[config.mk]
export PLATFORM = sky130hd
export DESIGN_NAME = zbt_pixel_packer
export DESIGN_NICKNAME = d
export VERILOG_FILES = /design/src/rtl/zbt_pkg.sv /design/src/rtl/zbt_wr_fifo.sv /design/src/rtl/zbt_pixel_packer.sv
export SDC_FILE = /design/constraint.sdc
export NUM_CORES = 1
export LEC_CHECK = 0
export CORE_MARGIN = 3
export CORE_UTILIZATION = 60
export DETAILED_ROUTE_END_ITERATION = 10
export GPL_ROUTABILITY_DRIVEN = 0
export PLACE_DENSITY = 0.79
export SETUP_SLACK_MARGIN = 0.4
export SLEW_MARGIN = 20
export SYNTH_ARGS = -nofsm -noshare
export SYNTH_HDL_FRONTEND = slang
export SYNTH_SLANG_ARGS = --single-unit
[constraint.sdc]
create_clock -name clk -period 9.8 [get_ports clk]
set_input_delay 0.98 -clock clk [delete_from_list [all_inputs] [get_ports clk]]
set_output_delay 0.98 -clock clk [all_outputs]
set_load 0.1 [all_outputs]
[src/rtl/zbt_pkg.sv]
// rtl/zbt_pkg.sv - Shared types for the ZBT pixel packer and its word FIFO.
package zbt_pkg;

    localparam int ZBT_DATA_W = 36;
    localparam int ZBT_IDX_W  = 32;

    typedef enum logic [1:0] {
        ST_EMPTY,
        ST_ACCUM,
        ST_FLUSH
    } packer_state_t;

    // The bank is captured at push time so a frame switch cannot retarget queued words.
    typedef struct packed {
        logic                  bank;
        logic [ZBT_IDX_W-1:0]  index;
        logic [ZBT_DATA_W-1:0] data;
    } fifo_entry_t;

    function automatic fifo_entry_t make_entry(input logic                  bank,
                                               input logic [ZBT_IDX_W-1:0]  index,
                                               input logic [ZBT_DATA_W-1:0] data);
        fifo_entry_t e;
        e.bank  = bank;
        e.index = index;
        e.data  = data;
        return e;
    endfunction

endpackage

[src/rtl/zbt_wr_fifo.sv]
// rtl/zbt_wr_fifo.sv - Synchronous word FIFO with occupancy output.
module zbt_wr_fifo #(
    parameter int DEPTH = 8,
    parameter int WIDTH = 8
) (
    input  logic                     clk,
    input  logic                     reset_n,
    input  logic                     push,
    input  logic [WIDTH-1:0]         wdata,
    input  logic                     pop,
    output logic [WIDTH-1:0]         rdata,
    output logic [$clog2(DEPTH):0]   level,
    output logic                     full,
    output logic                     empty
);

    localparam int PTR_W = $clog2(DEPTH);

    logic [WIDTH-1:0] mem_q [DEPTH];
    logic [PTR_W-1:0] wr_ptr_q;
    logic [PTR_W-1:0] rd_ptr_q;
    logic [PTR_W:0]   level_q;
    logic             do_push;
    logic             do_pop;

    assign empty   = (level_q == '0);
    assign full    = (level_q == (PTR_W+1)'(DEPTH));
    assign do_pop  = pop && !empty;
    // A push into a full FIFO is fine when the head leaves in the same cycle.
    assign do_push = push && (!full || do_pop);
    assign rdata   = mem_q[rd_ptr_q];
    assign level   = level_q;

    always_ff @(posedge clk or negedge reset_n) begin
        if (!reset_n) begin
            wr_ptr_q <= '0;
            rd_ptr_q <= '0;
            level_q  <= '0;
        end else begin
            if (do_push) wr_ptr_q <= wr_ptr_q + 1'b1;
            if (do_pop)  rd_ptr_q <= rd_ptr_q + 1'b1;
            level_q <= level_q + (PTR_W+1)'(do_push) - (PTR_W+1)'(do_pop);
        end
    end

    always_ff @(posedge clk) begin
        if (do_push) mem_q[wr_ptr_q] <= wdata;
    end

endmodule

[src/rtl/zbt_pixel_packer.sv]
// rtl/zbt_pixel_packer.sv - Packs pixels into 36-bit ZBT words and issues them on write slots.
// Define ZBT_PACKER_DBLBUF_EN to alternate frame banks; otherwise the bank bit stays 0.
module zbt_pixel_packer
    import zbt_pkg::*;
#(
    parameter int PIXEL_W      = 8,
    parameter int PIX_PER_WORD = 4,
    parameter int X_W          = 10,
    parameter int Y_W          = 10,
    parameter int FIFO_DEPTH   = 8,
    parameter int ADDR_W       = 19
) (
    input  logic                          clk,
    input  logic                          reset_n,
    input  logic                          pix_valid,
    input  logic [X_W-1:0]                pix_x,
    input  logic [Y_W-1:0]                pix_y,
    input  logic [PIXEL_W-1:0]            pix_data,
    output logic                          pix_ready,
    input  logic                          frame_end,
    input  logic                          wr_slot,
    output logic                          zbt_we,
    output logic [ADDR_W-1:0]             zbt_addr,
    output logic [ZBT_DATA_W-1:0]         zbt_data,
    output logic [$clog2(FIFO_DEPTH):0]   fifo_level,
    output logic                          wr_bank,
    output logic                          overflow
);

    localparam int LANE_W  = $clog2(PIX_PER_WORD);
    localparam int IDX_W   = Y_W + X_W - LANE_W;
    localparam int WORD_W  = PIXEL_W * PIX_PER_WORD;
    localparam int ENTRY_W = $bits(fifo_entry_t);

    packer_state_t           state_q, state_d;
    logic [IDX_W-1:0]        idx_q, idx_d;
    logic [WORD_W-1:0]       acc_q, acc_d;
    logic [PIX_PER_WORD-1:0] mask_q, mask_d;
    logic                    bank_q, bank_d;
    logic                    overflow_q;
    logic                    zbt_we_q;
    logic [ADDR_W-1:0]       zbt_addr_q;
    logic [ZBT_DATA_W-1:0]   zbt_data_q;

    logic [IDX_W-1:0]        pix_idx;
    logic [LANE_W-1:0]       pix_lane;
    logic [PIX_PER_WORD-1:0] lane_oh;
    logic [WORD_W-1:0]       lane_bits;
    logic [WORD_W-1:0]       lane_keep;
    logic                    accept;
    logic                    push;
    logic                    pop;
    logic                    fifo_full;
    logic                    fifo_empty;
    fifo_entry_t             push_entry;
    fifo_entry_t             head;
    logic [ENTRY_W-1:0]      fifo_rdata;
    logic                    unused_idx_hi;

    assign pix_idx   = {pix_y, pix_x[X_W-1:LANE_W]};
    assign pix_lane  = pix_x[LANE_W-1:0];
    assign lane_oh   = PIX_PER_WORD'(1) << pix_lane;
    assign lane_bits = WORD_W'(pix_data) << (32'(pix_lane) * PIXEL_W);
    assign lane_keep = ~(WORD_W'({PIXEL_W{1'b1}}) << (32'(pix_lane) * PIXEL_W));

    assign pix_ready = (state_q != ST_FLUSH) && !fifo_full;
    assign accept    = pix_valid && pix_ready;
    assign pop       = wr_slot && !fifo_empty;

    always_comb begin
        state_d    = state_q;
        idx_d      = idx_q;
        acc_d      = acc_q;
        mask_d     = mask_q;
        bank_d     = bank_q;
        push       = 1'b0;
        push_entry = '0;
        if (state_q == ST_FLUSH) begin
            // Hold the flush while a pending word has nowhere to go.
            if (mask_q == '0 || !fifo_full || pop) begin
                if (mask_q != '0) begin
                    push       = 1'b1;
                    push_entry = make_entry(bank_q, ZBT_IDX_W'(idx_q), ZBT_DATA_W'(acc_q));
                end
                mask_d  = '0;
                acc_d   = '0;
                state_d = ST_EMPTY;
`ifdef ZBT_PACKER_DBLBUF_EN
                bank_d  = ~bank_q;
`else
                bank_d  = 1'b0;
`endif
            end
        end else begin
            if (accept) begin
                if (state_q == ST_ACCUM && pix_idx == idx_q) begin
                    acc_d  = (acc_q & lane_keep) | lane_bits;
                    mask_d = mask_q | lane_oh;
                end else begin
                    if (state_q == ST_ACCUM) begin
                        push       = 1'b1;
                        push_entry = make_entry(bank_q, ZBT_IDX_W'(idx_q), ZBT_DATA_W'(acc_q));
                    end
                    idx_d  = pix_idx;
                    acc_d  = lane_bits;
                    mask_d = lane_oh;
                end
                state_d = ST_ACCUM;
                if (&mask_d) begin
                    push       = 1'b1;
                    push_entry = make_entry(bank_q, ZBT_IDX_W'(idx_d), ZBT_DATA_W'(acc_d));
                    mask_d     = '0;
                    acc_d      = '0;
                    state_d    = ST_EMPTY;
                end
            end
            if (frame_end) state_d = ST_FLUSH;
        end
    end

    zbt_wr_fifo #(
        .DEPTH (FIFO_DEPTH),
        .WIDTH (ENTRY_W)
    ) u_fifo (
        .clk     (clk),
        .reset_n (reset_n),
        .push    (push),
        .wdata   (push_entry),
        .pop     (pop),
        .rdata   (fifo_rdata),
        .level   (fifo_level),
        .full    (fifo_full),
        .empty   (fifo_empty)
    );

    assign head          = fifo_rdata;
    assign unused_idx_hi = ^head.index[ZBT_IDX_W-1:ADDR_W-1];

    always_ff @(posedge clk or negedge reset_n) begin
        if (!reset_n) begin
            state_q    <= ST_EMPTY;
            idx_q      <= '0;
            acc_q      <= '0;
            mask_q     <= '0;
            bank_q     <= 1'b0;
            overflow_q <= 1'b0;
            zbt_we_q   <= 1'b0;
            zbt_addr_q <= '0;
            zbt_data_q <= '0;
        end else begin
            state_q    <= state_d;
            idx_q      <= idx_d;
            acc_q      <= acc_d;
            mask_q     <= mask_d;
            bank_q     <= bank_d;
            overflow_q <= overflow_q | (pix_valid & ~pix_ready);
            zbt_we_q   <= pop;
            if (pop) begin
                zbt_addr_q <= {head.bank, head.index[ADDR_W-2:0]};
                zbt_data_q <= head.data;
            end
        end
    end

    assign zbt_we   = zbt_we_q;
    assign zbt_addr = zbt_addr_q;
    assign zbt_data = zbt_data_q;
    assign wr_bank  = bank_q;
    assign overflow = overflow_q;

endmodule
# Yosys cells after proc, flatten, opt, wreduce, memory -nomap -nowiden
# Memories as Yosys holds them, arrays and structs flattened. A register that Yosys moved wholly into a read port is not among the register bits.
# Cells that the tools add are included.
[classes]
div_mod_pow = 0
n_eq_ne = 6
n_addsub = 4
bitwise = 8
mux = 34
magnitude_cmp = 0
n_mul = 0
shifts = 3
n_reduce_logical = 21
[ops]
columns = ["operator", "n"]
rows = [
  ["two-way mux 54 bit", 4],
  ["two-way mux 69 bit", 3],
  ["two-way mux 32 bit", 5],
  ["bitwise AND 32 bit", 1],
  ["inverter 32 bit", 1],
  ["OR 32 bit", 1],
  ["left shift 8 x 5 -> 32 bit", 1],
  ["left shift 8 x 5 -> 32 bit (first input constant)", 1],
  ["two-way mux 4 bit", 7],
  ["equality test 18 bit", 1],
  ["two-way mux 18 bit", 1],
  ["two-way mux 1 bit", 10],
  ["logical NOT 4 bit", 2],
  ["two-way mux 2 bit", 4],
  ["adder 3 x 1 -> 3 bit (second input constant)", 2],
  ["logical AND 1 bit", 6],
  ["AND reduction 2 bit", 3],
  ["adder 4 x 1 -> 4 bit", 1],
  ["equality test 4 bit (second input constant)", 1],
  ["OR 4 bit", 1],
  ["AND reduction 4 bit", 1],
  ["nonzero test 4 bit", 1],
  ["left shift 1 x 2 -> 4 bit (first input constant)", 1],
  ["subtractor 4 x 1 -> 4 bit", 1],
  ["11 further kinds", 16],
]
[word_totals]
latch_bits = 0
wordCells = 86
input_bits = 33
rom_bits = 0
n_memories = 1
reg_bits = 68
mem_bits_rw = 552
out_inout_bits = 63
[mem_list]
columns = ["memory", "depth", "word_bits", "rd", "rd_clocked_by_memory_dff", "write_ports", "line", "source"]
rows = [
  ["u_fifo.mem_q", 8, 69, 1, 1, 1, "zbt_wr_fifo.sv:19", "logic [WIDTH-1:0] mem_q [DEPTH];"],
]

# Longest topological paths before layout
[logic_depth]
ltp_word = 13
mapped_depth = 12
ltp_nobuf = 11

# Hierarchy
# A second synthesis with hierarchy kept.
[unflattened]
cells_unflattened = 1385
hier_area_um2 = 27035.9
[modules_own_cells]
columns = ["module", "cells_each", "seq_area_each_um2", "area_per_inst_um2", "n_inst"]
rows = [
  ["zbt_wr_fifo", 858, 16826.1, 21338.0, 1],
  ["zbt_pixel_packer", 527, 2827.7, 5698.0, 1],
]

# Worst setup path after synthesis
# Ideal clock, no wire load.
[synth_path]
path_kind = "input port to flip-flop"
startpoint = "input pix_x[1]"
endpoint = "memory u_fifo.mem_q[4][0] in the netlist's numbering (enable)"
n_path_buf = 1
t_required_ns = 9.217
arrival_time_ns = 7.393
setup_time_ns = 0.583
path_slack_ns = 1.824
stages = 7
path_cell_list = "buf_2 > nor2_1 > nand4_1 > o21ai_4 > or4b_1 > nand2_1 > nor4bb_1"
[synth_via]
elab_chain_len = 12
[synth_rtl]
columns = ["item", "line", "source"]
rows = [
  ["start: declaration", "zbt_pixel_packer.sv:16", "input logic [X_W-1:0] pix_x,"],
  ["left shift 1 x 2 -> 4 bit (*)", "zbt_pixel_packer.sv:62", "assign lane_oh = PIX_PER_WORD'(1) << pix_lane;"],
  ["OR 4 bit", "zbt_pixel_packer.sv:98", "mask_d = mask_q | lane_oh;"],
  ["two-way mux 4 bit (*)", "zbt_pixel_packer.sv:96", "if (state_q == ST_ACCUM && pix_idx == idx_q) begin"],
  ["two-way mux 4 bit (*)", "zbt_pixel_packer.sv:95", "if (accept) begin"],
  ["two-way mux 4 bit (*)", "zbt_pixel_packer.sv:78", "if (state_q == ST_FLUSH) begin"],
  ["AND reduction 4 bit (*)", "zbt_pixel_packer.sv:109", "if (&mask_d) begin"],
  ["two-way mux 1 bit (*)", "zbt_pixel_packer.sv:109", ""],
  ["two-way mux 1 bit (*)", "zbt_pixel_packer.sv:95", ""],
  ["two-way mux 1 bit (*)", "zbt_pixel_packer.sv:78", ""],
  ["logical AND 1 bit (*)", "zbt_wr_fifo.sv:30", "assign do_push = push && (!full || do_pop);"],
  ["two-way mux 1 bit (*)", "zbt_wr_fifo.sv:47", "if (do_push) mem_q[wr_ptr_q] <= wdata;"],
  ["two-way mux 1 bit (not written as such) (*)", "zbt_wr_fifo.sv:47", ""],
  ["end: declaration", "zbt_wr_fifo.sv:19", ""],
]
# Every way passes the cells marked *; elsewhere a longest branch is shown, timed or not. The select of a mux whose other input is x is not followed.

# Worst setup path in the final report
[layout_path]
startpoint = "input pix_x[5]"
endpoint = "memory u_fifo.mem_q[5][9] in the netlist's numbering (enable)"
[layout_via]
elab_chain_len = 12
elab_cells_between_ends = 13
classes_between = "eq/ne: 1; mux: 9; reduce/logical: 3"
[layout_rtl]
columns = ["item", "line"]
rows = [
  ["equality test 18 bit (*)", "zbt_pixel_packer.sv:96"],
  ["logical AND 1 bit (*)", "zbt_pixel_packer.sv:96"],
  ["two-way mux 4 bit", "zbt_pixel_packer.sv:96"],
  ["two-way mux 4 bit", "zbt_pixel_packer.sv:95"],
  ["two-way mux 4 bit", "zbt_pixel_packer.sv:78"],
  ["AND reduction 4 bit", "zbt_pixel_packer.sv:109"],
  ["two-way mux 1 bit (*)", "zbt_pixel_packer.sv:109"],
  ["two-way mux 1 bit (*)", "zbt_pixel_packer.sv:95"],
  ["two-way mux 1 bit (*)", "zbt_pixel_packer.sv:78"],
  ["logical AND 1 bit (*)", "zbt_wr_fifo.sv:30"],
  ["two-way mux 1 bit (*)", "zbt_wr_fifo.sv:47"],
  ["two-way mux 1 bit (not written as such) (*)", "zbt_wr_fifo.sv:47"],
]
# Marks and branches as above.

==> metrics.txt <==
outcome finished, final reports clean; top post-synthesis cells by area edfxtp_1 (59%), dfrtp_1 (15%), mux4_2 (11%); Least-Margin Pin Slew 1090 ps; Critical Path AT 5250 ps; combinational share of power 34.7%; Required @ worst endpoint roughly 10000 ps; Core Region approximately 33000 um^2; CTS buffer count around 50; final core utilization 70.8%; Initial Util between 60% and 70%; # rows 66; Max Slew Vio Count 0; max cap viols 0; Peak VDD IR 0.297 mV; Internal Dissipation 4.91 mW; setup_tns 0 ps; Syn-to-layout area delta 15.0%; number of global-route vias before repair 11000; most frequent cells in the layout edfxtp_1 (400), dfrtp_1 (115), mux4_2 (100), clkdlybuf4s50_1 (88), a22o_1 (64); worst r2r path cells 6; Async S/R FF share, synth 22.8%; Post-Place Cells around 1500; GR Overflow Total 0; DIE WIDTH 190 um; critical path capture point type register; hold buffers post-CTS 0; GR Util All Layers 23.6%; WL/cell around 25 um; Sw Pwr between 2 and 3 mW; Net Sw Frac 36.7%; nets@finish 1200; Non-Filler Instances around 1600; synthesized area 20300 um^2; fraction of layout cells with a size suffix above 1 19.8%; library cells used by synthesis between 40 and 50; Tcrit/Tclk final about half; Setup CP Type in -> reg; die area 36000 um^2; relative slew slack 27.2%; final hold violations 0; clock group share of total power 24.6%; antenna violations before repair 2; H-tree depth 2; total routed wirelength 41600 um; sequential share of the synthesized area about 74%; area leader, netlist edfxtp_1; pin count of the biggest net entering global routing 104; startpoint types primary input; Tot Pwr around 7.8 mW; CTS tree built; RSZ-0062 raised after global routing false; routed via count divided by cell count 6.25; worst skew pair latency approximately 550 ps; Final Skew 12.3 ps; fmax 0.197 GHz; post-synthesis sequential element count between 500 and 600; drt initial violations between 800 and 900; Worst Path Max Fanout 50; global-route wire length before repair 64800 um; ANT nets after route 0; CTS Sinks 518; root buffer cell clkbuf_16; Hold WC Path Type in -> async; syn_area_per_cell 19.1 um^2; final setup fails 0; Detail Placement HPWL approximately 23000 um; top-area cell type share of the netlist area 59.2%; Flop pwr share 40.7%; routed vias 10300; I/O pin count 96; Clock Pin Slew Worst Setup and Hold Paths 60 ps; Post-CTS Setup Bufs 0; drt drc 0; Synth Flop Type edfxtp_1; EDFF count, synth 400; number of port buffers 89; power density over cell area 333 nW/um^2; clk buf depth 3; die height roughly 190 um; commonest non-fill, non-tap cell in the layout edfxtp_1; yosys warns 0; drt pass-1 iters 5; Gate Count Post-Synth 1059; Leak ~8 nW; post-cts sizing count 0; fin crit period 5090 ps
==> power by group through the flow <==
stage / clock [mW] / combinational, mW / sequential [mW]
after CTS: 1.94 / 2.71 / 3.17
after global routing: 2.02 / 2.84 / 3.21
final: 1.91 / 2.69 / 3.16
after detailed placement: 0 / 2.69 / 3.20
after global placement: 0 / 2.65 / 3.18
after floorplan: 0 / 1.31 / 3.86
==> sequential cells by signal (all words and copies together) (netlist names) <==
name,cells
u_fifo.level,4
u_fifo.rd_ptr_q,3
zbt_data,32
idx_q,18
u_fifo.wr_ptr_q,3
mask_q,4
acc_q,32
overflow,1
state_q,2
u_fifo.mem_q,400
zbt_we,1
zbt_addr,18
==> layer usage <==
metal  track usage (%)  wire [um]
met1              32.5      16800
met2              40.0      21400
met3              3.30       2410
met4              7.48       1030
met5                 0          0
==> worst max-delay path, cell delays in order <==
cell,delay (ps)
clkdlybuf4s50_1,430
xor2_1,170
nor4_1,420
nand4_1,350
or4b_1,950
nand2_1,820
and4b_4,1010
==> stage by stage <==
step           cell area, um^2  hold WS, ps  setup WS, ps
2_1_floorplan            20300          466          1820
3_3_place_gp             21700          442          4310
3_5_place_dp             21700          459          4140
4_1_cts                  23300          361          4730
5_1_grt                  23300          372          4510
6_report                 23300          361          4710
==> layout make-up <==
type	instances	area [um^2]
sequential	518	15000
fill	1961	9630
timing repair buffer	103	997
inverter	14	52.6
clock buffer	64	1350
antenna	2	5.00
tap	442	553
clock inverter	28	294
multi-input combinational	472	5100
==> Yosys cell counts (2+ instances only) <==
master	number
nor4_1	5
nor2b_1	2
nand2_1	63
inv_1	14
mux2i_1	51
nand2b_1	3
nor2_2	3
a21oi_1	4
a21o_1	7
buf_1	25
xor2_1	18
o21ai_4	4
ha_1	8
nand4_1	2
clkbuf_1	25
nor4bb_1	2
dfrtp_1	118
nor2_1	5
o21ai_2	2
o31ai_2	4
a311oi_1	3
a22o_1	64
buf_2	3
xnor2_1	6
mux4_2	100
o21ai_0	52
nand3_1	4
buf_4	6
edfxtp_1	400
and4b_1	3
and2_1	20
mux2_2	19
==> kinds of logic (layout without fill, tap and decap cells) <==
group	count (synthesis)	count (layout)	share of synthesized area [%]
and+or+nand+nor	118	118	2.93
other	1	8	0.0185
muxes	170	170	14.7
xor gates and xnor gates	24	24	1.04
adders and majority gates	9	9	0.592
DFF	518	518	73.8
buffers and inverters	74	209	1.54
AOI/OAI and AO/OA	145	145	5.41
==> worst paths after layout <==
| kind | startpoint | to | slack, ps |
|---|---|---|---|
| worst max register to register | idx_q[3]$_DFFE_PN0P_ | u_fifo.mem_q[5][9]$_DFFE_PP_ | 5170 |
| worst min-delay path | reset_n | zbt_addr[11]$_DFFE_PN0P_ | 360 |
| max in group asynchronous | reset_n | acc_q[2]$_DFFE_PN0P_ | 7780 |
| min in group clk | zbt_data[4]$_DFFE_PN0P_ | zbt_data[4]$_DFFE_PN0P_ | 470 |
| worst min register to register | zbt_data[4]$_DFFE_PN0P_ | zbt_data[4]$_DFFE_PN0P_ | 470 |
| worst max-delay path | pix_x[5] | u_fifo.mem_q[5][9]$_DFFE_PP_ | 4710 |
Power figures use the tool's default switching activity.
